### config.mk
export PLATFORM = sky130hd
export DESIGN_NAME = instruction_fetch_unit
export DESIGN_NICKNAME = d
export VERILOG_FILES = /design/src/rtl/instruction_fetch_unit_pkg.sv /design/src/rtl/fetch_buffer.sv /design/src/rtl/instruction_fetch_unit.sv
export SDC_FILE = /design/constraint.sdc
export NUM_CORES = 1
export LEC_CHECK = 0
export CAP_MARGIN = 10
export CORE_ASPECT_RATIO = 1.25
export CORE_UTILIZATION = 40
export DETAILED_ROUTE_END_ITERATION = 7
export PLACE_DENSITY = 0.65
export SLEW_MARGIN = 20
export SYNTH_ARGS = -nofsm -noshare
export SYNTH_HDL_FRONTEND = slang
export SYNTH_SLANG_ARGS = --single-unit
export TNS_END_PERCENT = 50
### constraint.sdc
create_clock -name Clk -period 5.5 [get_ports Clk]
set_input_delay 1.375 -clock Clk [delete_from_list [all_inputs] [get_ports Clk]]
set_output_delay 1.375 -clock Clk [all_outputs]
set_load 0.01 [all_outputs]
### src/rtl/instruction_fetch_unit_pkg.sv
// instruction_fetch_unit_pkg: shared fetch datapath widths, constants and buffer entry type
package instruction_fetch_unit_pkg;
  localparam int WORD_W = 32;
  localparam logic [WORD_W-1:0] NOP_INSTR = 32'h0;
  localparam logic [WORD_W-1:0] DEFAULT_RESET_PC = 32'h0;
  typedef struct packed {
    logic [WORD_W-1:0] instr;
    logic [WORD_W-1:0] pcplus4;
  } fetch_entry_t;
endpackage

### src/rtl/fetch_buffer.sv
// fetch_buffer: DEPTH-entry FIFO of {instr, pcplus4}; the head reads as all zeros when empty
module fetch_buffer
  import instruction_fetch_unit_pkg::*;
#(
  parameter int DEPTH = 2,
  localparam int CW = $clog2(DEPTH + 1),
  localparam int PW = DEPTH > 1 ? $clog2(DEPTH) : 1
) (
  input  logic          Clk,
  input  logic          Reset,
  input  logic          push,
  input  logic          pop,
  input  logic          flush,
  input  fetch_entry_t  din,
  output fetch_entry_t  dout,
  output logic [CW-1:0] count
);
  fetch_entry_t mem [DEPTH];
  logic [PW-1:0] rd, wr;
  function automatic logic [PW-1:0] inc(input logic [PW-1:0] p);
    return p == PW'(DEPTH - 1) ? '0 : p + 1'b1;
  endfunction
  always_ff @(posedge Clk or posedge Reset) begin
    if (Reset) begin
      rd    <= '0;
      wr    <= '0;
      count <= '0;
    end else if (flush) begin
      rd    <= '0;
      wr    <= '0;
      count <= '0;
    end else begin
      if (push) wr <= inc(wr);
      if (pop) rd <= inc(rd);
      count <= count + CW'(push) - CW'(pop);
    end
  end
  always_ff @(posedge Clk) begin
    if (push && !flush) mem[wr] <= din;
  end
  assign dout = count == '0 ? '0 : mem[rd];
endmodule

### src/rtl/instruction_fetch_unit.sv
// instruction_fetch_unit: credit-limited in-order fetch with stall hold and branch redirect/drop
module instruction_fetch_unit
  import instruction_fetch_unit_pkg::*;
#(
  parameter logic [WORD_W-1:0] RESET_PC = DEFAULT_RESET_PC,
  parameter int DEPTH = 2
) (
  input  logic              Clk,
  input  logic              Reset,
  input  logic              HazardFlush,
  input  logic              Branch,
  input  logic [WORD_W-1:0] BranchTarget,
  output logic              imem_req,
  output logic [WORD_W-1:0] imem_addr,
  input  logic              imem_rvalid,
  input  logic [WORD_W-1:0] imem_rdata,
  output logic [WORD_W-1:0] out_Instruction,
  output logic [WORD_W-1:0] out_PCplus4,
  output logic              out_Valid
);
  localparam int CW = $clog2(DEPTH + 1);
  logic [WORD_W-1:0] pc;
  logic [CW-1:0] outstanding, drop, count, pend_count;
  logic pop, accept;
  fetch_entry_t head, pend_head;
  assign out_Valid = count != '0;
  assign pop = out_Valid & ~HazardFlush & ~Branch;
  // a slot freed by this cycle's pop may be re-issued immediately, keeping 1 instr/cycle
  assign imem_req = ~Reset & ~Branch & (int'(outstanding) + int'(count) - int'(pop) < DEPTH);
  assign imem_addr = pc;
  assign accept = imem_rvalid & ~Branch & (drop == '0);
  assign out_Instruction = head.instr;
  assign out_PCplus4 = head.pcplus4;
  always_ff @(posedge Clk or posedge Reset) begin
    if (Reset) begin
      pc          <= RESET_PC;
      outstanding <= '0;
      drop        <= '0;
    end else begin
      pc          <= Branch ? BranchTarget : imem_req ? pc + 32'd4 : pc;
      outstanding <= outstanding + CW'(imem_req) - CW'(imem_rvalid);
      drop        <= Branch ? outstanding - CW'(imem_rvalid) : drop - CW'(imem_rvalid && drop != '0);
    end
  end
  fetch_buffer #(.DEPTH(DEPTH)) u_buf (
    .Clk(Clk), .Reset(Reset), .push(accept), .pop(pop), .flush(Branch),
    .din('{instr: imem_rdata, pcplus4: pend_head.pcplus4}), .dout(head), .count(count)
  );
  fetch_buffer #(.DEPTH(DEPTH)) u_pend (
    .Clk(Clk), .Reset(Reset), .push(imem_req), .pop(imem_rvalid), .flush(1'b0),
    .din('{instr: NOP_INSTR, pcplus4: pc + 32'd4}), .dout(pend_head), .count(pend_count)
  );
  a_credit: assert property (@(posedge Clk) disable iff (Reset)
    imem_rvalid |-> (outstanding != '0 && int'(outstanding) + int'(count) <= DEPTH &&
                     pend_count == outstanding && pend_head.instr == NOP_INSTR));
endmodule

==> metrics.md <==
| Metric | Value |
|---|---|
| Worst hold margin | `537 ps` |
| Max Clk Rate | `197 MHz` |
| NumNets Final | `986` |
| First drt pass iteration count | `4` |
| Row cnt | `64` |
| Kind of cell adding the most delay to the critical path | `buffers and inverters` |
| Hold_sp | `u_pend.wr` |
| CP max FO | `3` |
| Slew HR | `0.276` |
| CTS clock-pin slew for the worst setup and hold paths | `60 ps` |
| Die area | `0.0259 sq mm` |
| Core area | `0.0246 sq mm` |
| CP max-delay cell | `fa_1` |
| Antenna violations before repair | `0` |
| Unrepaired setup endpoints after global routing | `no` |
| Fin. max-slew vios | `0` |
| CTS tree | `built` |
| Cells after Synth | `741` |
| Max_cap viols | `0` |
| Post-route cell area | `0.0130 sq mm` |
| Post-synthesis sequential area ratio | `0.681` |
| Worst-Skew Late Latency | `500 ps` |
| Share of layout cells above drive strength 1 | `0.0725` |
| Outcome | `completed` |
| Asr flop ratio synth | `0.186` |
| First-pass GRT wire length | `31.3 mm` |
| GRT Total Usage | `0.154` |
| Number of global-route vias before repair | `5928` |
| Htree depth | `1` |
| CP max stage delay | `480 ps` |
| Post-CTS setup buffer count | `0` |
| DR vias/cell | `4.82` |
| Initial Utilization | `0.410` |
| Largest net degree at the start of global routing | `68` |
| Leakage power | `4.53 nW` |
| Worst setup path category | `in -> out` |
| Synth cell types | `38` |
| Buf/Inv on CP | `4` |
| Die X | `144 microns` |
| Hold Path Class | `reg -> reg` |
| PortBufs | `166` |
| Worst Path Required | `4120 ps` |
| Final Wtd Congestion | `0.755` |
| Critical R2R Launch | `u_buf.count[1]` |
| Worst Tran Pin Value | `1080 ps` |
| Final critical-path required period | `5080 ps` |
| Final wirelength | `19.9 mm` |
| Syn. warnings | `0` |
| Syn nets | `821` |
| Total power | `5.57 mW` |
| # hold bufs at CTS | `0` |
| Most frequent cells in the layout | `edfxtp_1, clkdlybuf4s50_1, nor2_1, mux2i_1, nand2_1` |
| Vias after detailed routing | `6049` |
| Die Ht | `180 microns` |
| Area grow syn2layout | `28.6%` |
| Final Hold Viols | `0` |
| Critical path launch point | `HazardFlush` |
| Critical Path AT | `3710 ps` |
| Post-Syn Area | `0.0101 sq mm` |
| Setup TNS Final | `0 ps` |
| Clock Sinks | `236` |
| Mapped Avg Cell Area | `13.6 sq um` |
| Worst setup EP type | `output port` |
| CP Launch Type | `input pin` |
| Global route overflow | `0` |
| Setup WS post-layout | `417 ps` |
| Place WS | `24.3 ps` |
| Clock Skew | `11.3 ps` |
| Most common cell after layout, fill and taps aside | `edfxtp_1` |
| Resized cells post-CTS | `0` |
| Pwr Density | `429 mW/mm^2` |
| DRT antenna net count | `0` |
| Maximum VDD drop | `0.000249 V` |
| DP Area | `0.0121 sq mm` |
| Critical-path cell list | `clkdlybuf4s50_1 -> nor3_1 -> buf_4 -> ha_1 -> inv_1 -> nand2_1 -> fa_1 -> nor2b_1 -> a32oi_1 -> nor2_1 -> dlymetal6s2s_1` |
| DRC Markers | `0` |
| Synth Flop Type | `edfxtp_1` |
| Fillcell total | `2118` |
| Io pins | `167` |
| DP HPWL | `12.7 mm` |
| TritonCTS Buffers | `24` |
| Root buffer cell | `clkbuf_16` |
| WL/cell | `15.9 microns` |
| Antenna cells | `0` |
| Synth Register Bits | `236` |
| DRT iter0 DRCs | `261` |
| Period utilisation layout | `0.924` |
| Count of final setup violators | `0` |
| Clock Path Buffers | `3` |
| Post-synth EDFFs | `192` |
per-stage QoR:
| step | utilization | instances |
|---|---|---|
| 4_1_cts | 0.528 | 1254 |
| 5_1_grt | 0.528 | 1254 |
| 6_report | 0.528 | 1254 |
| 3_5_place_dp | 0.494 | 1210 |
| 2_1_floorplan | - | 741 |
| 3_3_place_gp | 0.493 | 1209 |
layer usage:
metal,global-route usage,up-vias,routed length [microns]
li1,-,2979,-
met1,0.193,2890,8640
met2,0.270,154,9730
met3,0.0264,26,1140
met4,0.0451,0,382
met5,0,-,0
flip-flops by register name, summed over array words and instances, names as in the netlist:
register / flops
u_buf.mem: 128
u_pend.mem: 64
imem_addr: 32
drop: 2
outstanding: 2
u_buf.count: 2
u_pend.count: 2
u_buf.rd: 1
u_buf.wr: 1
u_pend.rd: 1
u_pend.wr: 1
cell families after synthesis:
family	synth area share
DFF	0.681
muxes	0.0995
AOI/OAI and AO/OA	0.0203
buffers and inverters	0.0237
and+or+nand+nor	0.105
adders and majority gates	0.0144
xor gates and xnor gates	0.0564
Yosys cell counts, types with 10 or more instances:
master | count | area, sq um
clkbuf_1 | 23 | 86.3
dfrtp_1 | 44 | 1100
edfxtp_1 | 192 | 5770
ha_1 | 10 | 125
inv_1 | 15 | 56.3
mux2i_1 | 98 | 981
nand2_1 | 47 | 176
nand3_1 | 21 | 105
nand4_1 | 14 | 87.6
nor2_1 | 118 | 443
o21ai_0 | 31 | 155
xnor2_1 | 32 | 280
xor2_1 | 33 | 289
layout make-up:
class                           count  area (sq um)  share of cell area
Clock inverter                     15           180              0.0139
Clock buffer                       29           651              0.0502
Timing Repair Buffer              180          1780               0.138
Tap cell                          330           413              0.0318
Inverter                           16          60.1             0.00463
Multi-Input combinational cell    448          3010               0.232
Sequential cell                   236          6870               0.530
power breakdown:
| group | leakage (nW) | internal, mW | total (mW) | switching [mW] |
|---|---|---|---|---|
| sequential | 2.28 | 2.28 | 2.47 | 0.191 |
| clock | 0.404 | 1.03 | 1.68 | 0.646 |
| combinational | 1.85 | 0.661 | 1.42 | 0.757 |
| total | 4.53 | 3.97 | 5.57 | 1.59 |
path summary, 6_finish.rpt:
| check | depth (start not counted) | slack [ps] | end |
|---|---|---|---|
| max | 11 | 420 | imem_req |
| min | 1 | 540 | u_pend.wr |
| max reg2reg | 11 | 2390 | u_pend.mem[1][12] |
| min reg2reg | 1 | 540 | u_pend.wr |
| max in group asynchronous | 3 | 3390 | u_buf.rd |
| min in group asynchronous | 2 | 1260 | u_pend.count[1] |
Note: power is estimated with default switching activity, not from simulation.
